$ cat src/rtl/viterbi_chan_pkg.sv
// Shared state type, LFSR polynomial and small bit helpers for the
// channel-impairment stage in front of the Viterbi decoder.
package viterbi_chan_pkg;

  typedef enum logic [1:0] {
    IDLE   = 2'd0,
    INJECT = 2'd1,
    BURST  = 2'd2,
    DONE   = 2'd3
  } chan_state_t;

  localparam logic [31:0] LFSR_POLY = 32'h8020_0003;

  // Right-shifting Galois step; taps x^32+x^22+x^2+x+1.
  function automatic logic [31:0] lfsr_next(logic [31:0] s);
    return s[0] ? ((s >> 1) ^ LFSR_POLY) : (s >> 1);
  endfunction

  function automatic logic [1:0] popcount2(logic [1:0] m);
    return {1'b0, m[0]} + {1'b0, m[1]};
  endfunction

endpackage

$ cat src/rtl/chan_lfsr.sv
// 32-bit Galois LFSR that steps once per asserted adv_i and restarts
// from SEED on reset so error patterns replay exactly.
module chan_lfsr
  import viterbi_chan_pkg::*;
#(
  parameter logic [31:0] SEED = 32'hACE1_1234
) (
  input  logic        clk,
  input  logic        rst,
  input  logic        adv_i,
  output logic [31:0] state_o
);

  logic [31:0] r_state;

  // State register: advance only when a symbol is presented.
  always_ff @(posedge clk or negedge rst) begin
    if (!rst) begin
      r_state <= SEED;
    end else if (adv_i) begin
      r_state <= lfsr_next(r_state);
    end else begin
      r_state <= r_state;
    end
  end

  assign state_o = r_state;

endmodule

$ cat src/rtl/viterbi_channel.sv
// Channel-impairment stage: registers each encoder symbol, XORs in an
// LFSR-driven error mask inside a bounded window, and counts errors.
module viterbi_channel
  import viterbi_chan_pkg::*;
#(
  parameter int          N         = 5,
  parameter int          WINDOW    = 256,
  parameter int          BURST_LEN = 4,
  parameter logic [31:0] SEED      = 32'hACE1_1234,
  parameter int          CNT_W     = 16
) (
  input  logic             clk,
  input  logic             rst,
  input  logic             enable_i,
  input  logic             burst_en_i,
  input  logic             valid_i,
  input  logic [1:0]       d_in,
  output logic             valid_o,
  output logic [1:0]       d_out,
  output logic [1:0]       err_mask_o,
  output logic             burst_active_o,
  output logic             done_o,
  output logic [CNT_W-1:0] sym_ct_o,
  output logic [CNT_W-1:0] err_sym_ct_o,
  output logic [CNT_W-1:0] bad_bit_ct_o
);

  localparam int          BW       = $clog2(BURST_LEN + 1);
  localparam logic [31:0] LOW_MASK = (32'd1 << N) - 32'd1;

  function automatic logic [CNT_W-1:0] sat_add(logic [CNT_W-1:0] a, logic [1:0] b);
    logic [CNT_W:0] s;
    s = {1'b0, a} + {{(CNT_W-1){1'b0}}, b};
    return s[CNT_W] ? {CNT_W{1'b1}} : s[CNT_W-1:0];
  endfunction

  logic [31:0]      w_lfsr;
  logic             w_trig;
  logic [1:0]       w_cand_raw;
  logic [1:0]       w_cand;
  logic [1:0]       w_mask;
  logic             w_burst;
  logic             w_count;
  logic [CNT_W-1:0] w_sym_inc;
  chan_state_t      w_next_state;
  logic [BW-1:0]    w_next_bct;

  chan_state_t      r_state;
  logic [BW-1:0]    r_burst_ct;
  logic             r_valid;
  logic [1:0]       r_dout;
  logic [1:0]       r_mask;
  logic             r_burst;
  logic             r_done;
  logic [CNT_W-1:0] r_sym_ct;
  logic [CNT_W-1:0] r_err_ct;
  logic [CNT_W-1:0] r_bad_ct;

  chan_lfsr #(.SEED(SEED)) u_lfsr (
    .clk     (clk),
    .rst     (rst),
    .adv_i   (valid_i),
    .state_o (w_lfsr)
  );

  // Trigger and candidate come from the LFSR value before this symbol's step.
  assign w_trig     = (w_lfsr & LOW_MASK) < 32'd2;
  assign w_cand_raw = 2'(w_lfsr >> N);
  assign w_cand     = (w_cand_raw == 2'b00) ? 2'b11 : w_cand_raw;
  assign w_sym_inc  = sat_add(r_sym_ct, 2'd1);

  // Next-state, mask and window bookkeeping for the symbol on d_in.
  always_comb begin
    w_mask       = 2'b00;
    w_burst      = 1'b0;
    w_count      = 1'b0;
    w_next_state = r_state;
    w_next_bct   = r_burst_ct;
    case (r_state)
      IDLE, INJECT: begin
        if (enable_i) begin
          w_count      = 1'b1;
          w_next_state = INJECT;
          if (w_trig) begin
            w_mask = w_cand;
            if (burst_en_i && (BURST_LEN > 1)) begin
              w_burst      = 1'b1;
              w_next_state = BURST;
              w_next_bct   = BW'(1);
            end else begin
              w_burst = 1'b0;
            end
          end else begin
            w_mask = 2'b00;
          end
        end else begin
          w_count = 1'b0;
        end
      end
      BURST: begin
        if (enable_i) begin
          w_count = 1'b1;
          w_mask  = w_cand;
          w_burst = 1'b1;
          if (32'(r_burst_ct) + 32'd1 == 32'(BURST_LEN)) begin
            w_next_state = INJECT;
            w_next_bct   = '0;
          end else begin
            w_next_bct = r_burst_ct + BW'(1);
          end
        end else begin
          w_count = 1'b0;
        end
      end
      default: begin
        w_count = 1'b0;
      end
    endcase
    // The window-closing symbol is still injected; any burst is cut here.
    if (w_count && (32'(w_sym_inc) == 32'(WINDOW))) begin
      w_next_state = DONE;
      w_next_bct   = '0;
    end else begin
      w_next_state = w_next_state;
    end
  end

  // Output registers, FSM state and saturating counters.
  always_ff @(posedge clk or negedge rst) begin
    if (!rst) begin
      r_state    <= IDLE;
      r_burst_ct <= '0;
      r_valid    <= 1'b0;
      r_dout     <= 2'b00;
      r_mask     <= 2'b00;
      r_burst    <= 1'b0;
      r_done     <= 1'b0;
      r_sym_ct   <= '0;
      r_err_ct   <= '0;
      r_bad_ct   <= '0;
    end else begin
      r_valid <= valid_i;
      if (valid_i) begin
        r_state    <= w_next_state;
        r_burst_ct <= w_next_bct;
        r_dout     <= d_in ^ w_mask;
        r_mask     <= w_mask;
        r_burst    <= w_burst;
        r_done     <= (w_next_state == DONE);
        if (w_count) r_sym_ct <= w_sym_inc;
        if (w_mask != 2'b00) begin
          r_err_ct <= sat_add(r_err_ct, 2'd1);
          r_bad_ct <= sat_add(r_bad_ct, popcount2(w_mask));
        end
      end
    end
  end

  assign valid_o        = r_valid;
  assign d_out          = r_dout;
  assign err_mask_o     = r_mask;
  assign burst_active_o = r_burst;
  assign done_o         = r_done;
  assign sym_ct_o       = r_sym_ct;
  assign err_sym_ct_o   = r_err_ct;
  assign bad_bit_ct_o   = r_bad_ct;

endmodule

$ cat config.mk
export PLATFORM = sky130hd
export DESIGN_NAME = viterbi_channel
export DESIGN_NICKNAME = d
export VERILOG_FILES = /design/src/rtl/viterbi_chan_pkg.sv /design/src/rtl/chan_lfsr.sv /design/src/rtl/viterbi_channel.sv
export SDC_FILE = /design/constraint.sdc
export NUM_CORES = 1
export LEC_CHECK = 0
export BUFFER_PORTS_ARGS = -buffer_cell sky130_fd_sc_hd__buf_2
export CAP_MARGIN = 30
export CORE_MARGIN = 1.5
export CORE_UTILIZATION = 45
export CTS_CLUSTER_SIZE = 8
export DETAILED_ROUTE_END_ITERATION = 12
export GPL_TIMING_DRIVEN = 0
export HOLD_SLACK_MARGIN = 0.12
export PLACE_DENSITY = 0.74
export SETUP_SLACK_MARGIN = 0.02
export SYNTH_ARGS = -nofsm -noshare
export SYNTH_HDL_FRONTEND = slang
export SYNTH_SLANG_ARGS = --single-unit
$ cat constraint.sdc
create_clock -name clk -period 5.7 [get_ports clk]
set_clock_uncertainty 0.2 [all_clocks]
set_input_delay 1.14 -clock clk [delete_from_list [all_inputs] [get_ports clk]]
set_output_delay 1.14 -clock clk [all_outputs]
set_load 0.05 [all_outputs]
==> impl_results.md <==
- Critical Path End Type: flip-flop
- Worst setup margin: roughly 2.3 ns
- CTS clk-pin slew, worst paths: approximately 0.10 ns
- Arrival time at the worst endpoint: ~3.4 ns
- Setup WS pre-CTS: 1.95 ns
- Number of synthesized flops with an enable pin: 0
- Syn Nets: roughly 460
- Num ports: 62
- Final setup fails: 0
- Antenna violations before repair: 0
- Worst hold stages: 2
- Most numerous cell in the Yosys netlist: dfrtp_1
- Power per cell area: about 420 nW/um^2
- Setup crit start: enable_i
- Crit path launch type: primary input
- Clk_lat worst skew: approximately 0.35 ns
- Routed Wire Length: roughly 9.5 mm
- DRC violations left: 0
- Final hold vios: 0
- Die area: ~11000 sq um
- Final-stage net count: 531
- Layout fillers: roughly 900
- Post-CTS Setup Inserts: 0
- Max VDD drop: between 200 and 250 uV
- Post-synthesis cell area: ~4600 sq um
- RSZ-0062 raised after global routing: no
- CTS resizes: 0
- Worst min-delay path startpoint: u_lfsr.state_o[21]
- Port bufs: 60
- Syn avg cell area: just over 10 sq um
- Ys Warns: 0
- Die Y: between 100 and 150 um
- Pre-antenna DRT Iters: 4
- H-tree depth: 3
- Core footprint: about 9800 sq um
- Ys async rst share: 1.00
- Total GRT Usage: 0.185
- Share of the synthesized area in the top cell type: 0.433
- ANT cells: 0
- Share of post-route cells with drive strength above 1: 0.260
- Setup TNS: 0 ns
- #FFs+latches synth: 92
- Worst Path Required: 5.73 ns
- Cell taking the most area after synthesis: dfrtp_1
- Row cnt: 36
- Largest net degree at the start of global routing: between 50 and 60
- Mapped Cells: 446
- Seq/Total Area, Yosys: 0.508
- Dominant cells by area after synthesis: dfrtp_1, dfstp_2, mux2_2, nand2_1, a21oi_1
- CTS root buf: clkbuf_8
- Pins Over Slew Limit: 0
- Top_reg_cell synth: dfrtp_1
- R2r setup slk: ~2.5 ns
- CTS tree: built
- CTS buffer count: 9
- Reg2reg start: u_lfsr.state_o[3]
- Yosys cell types: 53
- LEAKAGE: between 2 and 2.5 nW
- Setup CP Type: primary input to flip-flop
- Clock Sinks: 92
- Cells on worst reg2reg path: 10
- Avg Vias per Cell: between 5 and 6
- Final Critical Period: 3.41 ns
- Aggregate global routing overflow: 0
- Status: finished clean
- Final period util: 0.598
- WL/cell: 14.4 um
- Hold_buf cts: 0
- Vias in the first global route: 3532
- Area growth, synth to finish: 14.7%
- DRT antenna net count: 0
- Die Wd: approximately 100 um
- Effective utilization at floorplan: 0.465
- Final HPWL DP: between 6 and 7 mm
- Starting DRT DRC Count: 99
- Clk buf depth: 2
- Hold WC Path Type: flip-flop to flip-flop
- First-pass GRT wire length: ~17 mm
- Worst slew pin tran: 0.582 ns
- Slew HR: 0.612
- Synth top cells by count: dfrtp_1, nand2_1, nor2_1
- Max Cap Violations: 0
- F_max: around 290 MHz
- GP Congestion: roughly 0.84
- Vias: about 3600
- Crit-path max FO: 6
-- report_power, final --
part / internal [W] / switching (W) / total (W) / leakage [nW]
combinational: 0.000267 / 0.000500 / 0.000766 / 1.15
sequential: 0.000868 / 0.000150 / 0.00102 / 1.14
clock: 0.000164 / 0.000237 / 0.000401 / 0.0877
-- final timing paths --
kind,end
setup / recovery,bad_bit_ct_o[15]
hold / removal,u_lfsr.state_o[21]
setup reg to reg,bad_bit_ct_o[15]
hold reg to reg,u_lfsr.state_o[21]
max in group asynchronous,u_lfsr.state_o[16]
min in group asynchronous,err_sym_ct_o[10]
-- critical path, cell delays in order --
cell and delay [ns]:
clkbuf_1 0.28, o211ai_1 0.20, a21o_1 0.26, fa_1 0.42, nor2b_1 0.30, nand4_1 0.20
nor3_1 0.28, nand3_1 0.14, xor2_1 0.15, nand2_1 0.06
-- metal layers --
| metal | wire length [um] | track usage | vias to the layer above |
|---|---|---|---|
| met5 | 0 | 0 | - |
| met4 | 180 | 0.0704 | 0 |
| met3 | 425 | 0.0289 | 13 |
| met2 | 4490 | 0.301 | 97 |
| met1 | 4370 | 0.250 | 1740 |
| li1 | - | - | 1751 |
-- logic make-up (layout without fill, tap and decap cells) --
family                   Yosys count  in the layout  share of synthesized area
AO/OA/AOI/OAI                     94             94                      0.134
buffers and inverters             28            105                     0.0252
XOR/XNOR                          18             18                     0.0345
AND/OR/NAND/NOR                  175            175                      0.201
adder cells (fa/ha/maj)            6              6                     0.0181
flip-flops                        92             92                      0.508
multiplexers                      33             33                     0.0803
-- state kept, by name, indices dropped and copies added (netlist names) --
name,flops
r_state,2
done_o,1
d_out,2
sym_ct_o,16
err_sym_ct_o,16
r_burst_ct,3
u_lfsr.state_o,32
valid_o,1
err_mask_o,2
burst_active_o,1
bad_bit_ct_o,16
-- area by class of cell --
| cell class | instances | area (sq um) | share of cell area |
|---|---|---|---|
| sequential | 92 | 2320 | 0.443 |
| clock inverter | 6 | 47.5 | 0.00908 |
| clock buffer | 10 | 128 | 0.0244 |
| tap | 133 | 166 | 0.0318 |
| buffer | 17 | 73.8 | 0.0141 |
| timing repair buffer | 61 | 330 | 0.0631 |
| inverter | 11 | 41.3 | 0.00788 |
| multi-input combinational | 326 | 2130 | 0.407 |
-- layout by cell type (no fill, tap or decap), drive strengths merged, types with 5 or more instances in the layout --
| cell type | count |
|---|---|
| xnor2 | 7 |
| xor2 | 11 |
| dfstp | 13 |
| o21ai | 22 |
| o21a | 5 |
| a31oi | 8 |
| a21oi | 33 |
| and4 | 5 |
| nor4 | 5 |
| buf | 69 |
| nand4 | 12 |
| and3 | 13 |
| nand2 | 52 |
| nor3 | 6 |
| mux2 | 29 |
| dfrtp | 79 |
| or3 | 5 |
| a21o | 5 |
| inv | 14 |
| nor2 | 35 |
| clkbuf | 19 |
| ha | 5 |
| nand3 | 29 |
-- through the flow --
stage | area [sq um] | cells | util | total power [W] | hold WS (ns)
2_1_floorplan | 4570 | 446 | - | 0.00159 | 0.249
3_3_place_gp | 5030 | 639 | 0.513 | 0.00176 | 0.276
3_5_place_dp | 5060 | 640 | 0.516 | 0.00180 | 0.284
4_1_cts | 5240 | 656 | 0.534 | 0.00220 | 0.300
5_1_grt | 5240 | 656 | 0.534 | 0.00233 | 0.334
6_report | 5240 | 656 | 0.534 | 0.00218 | 0.295
Power figures use the tool's default switching activity.
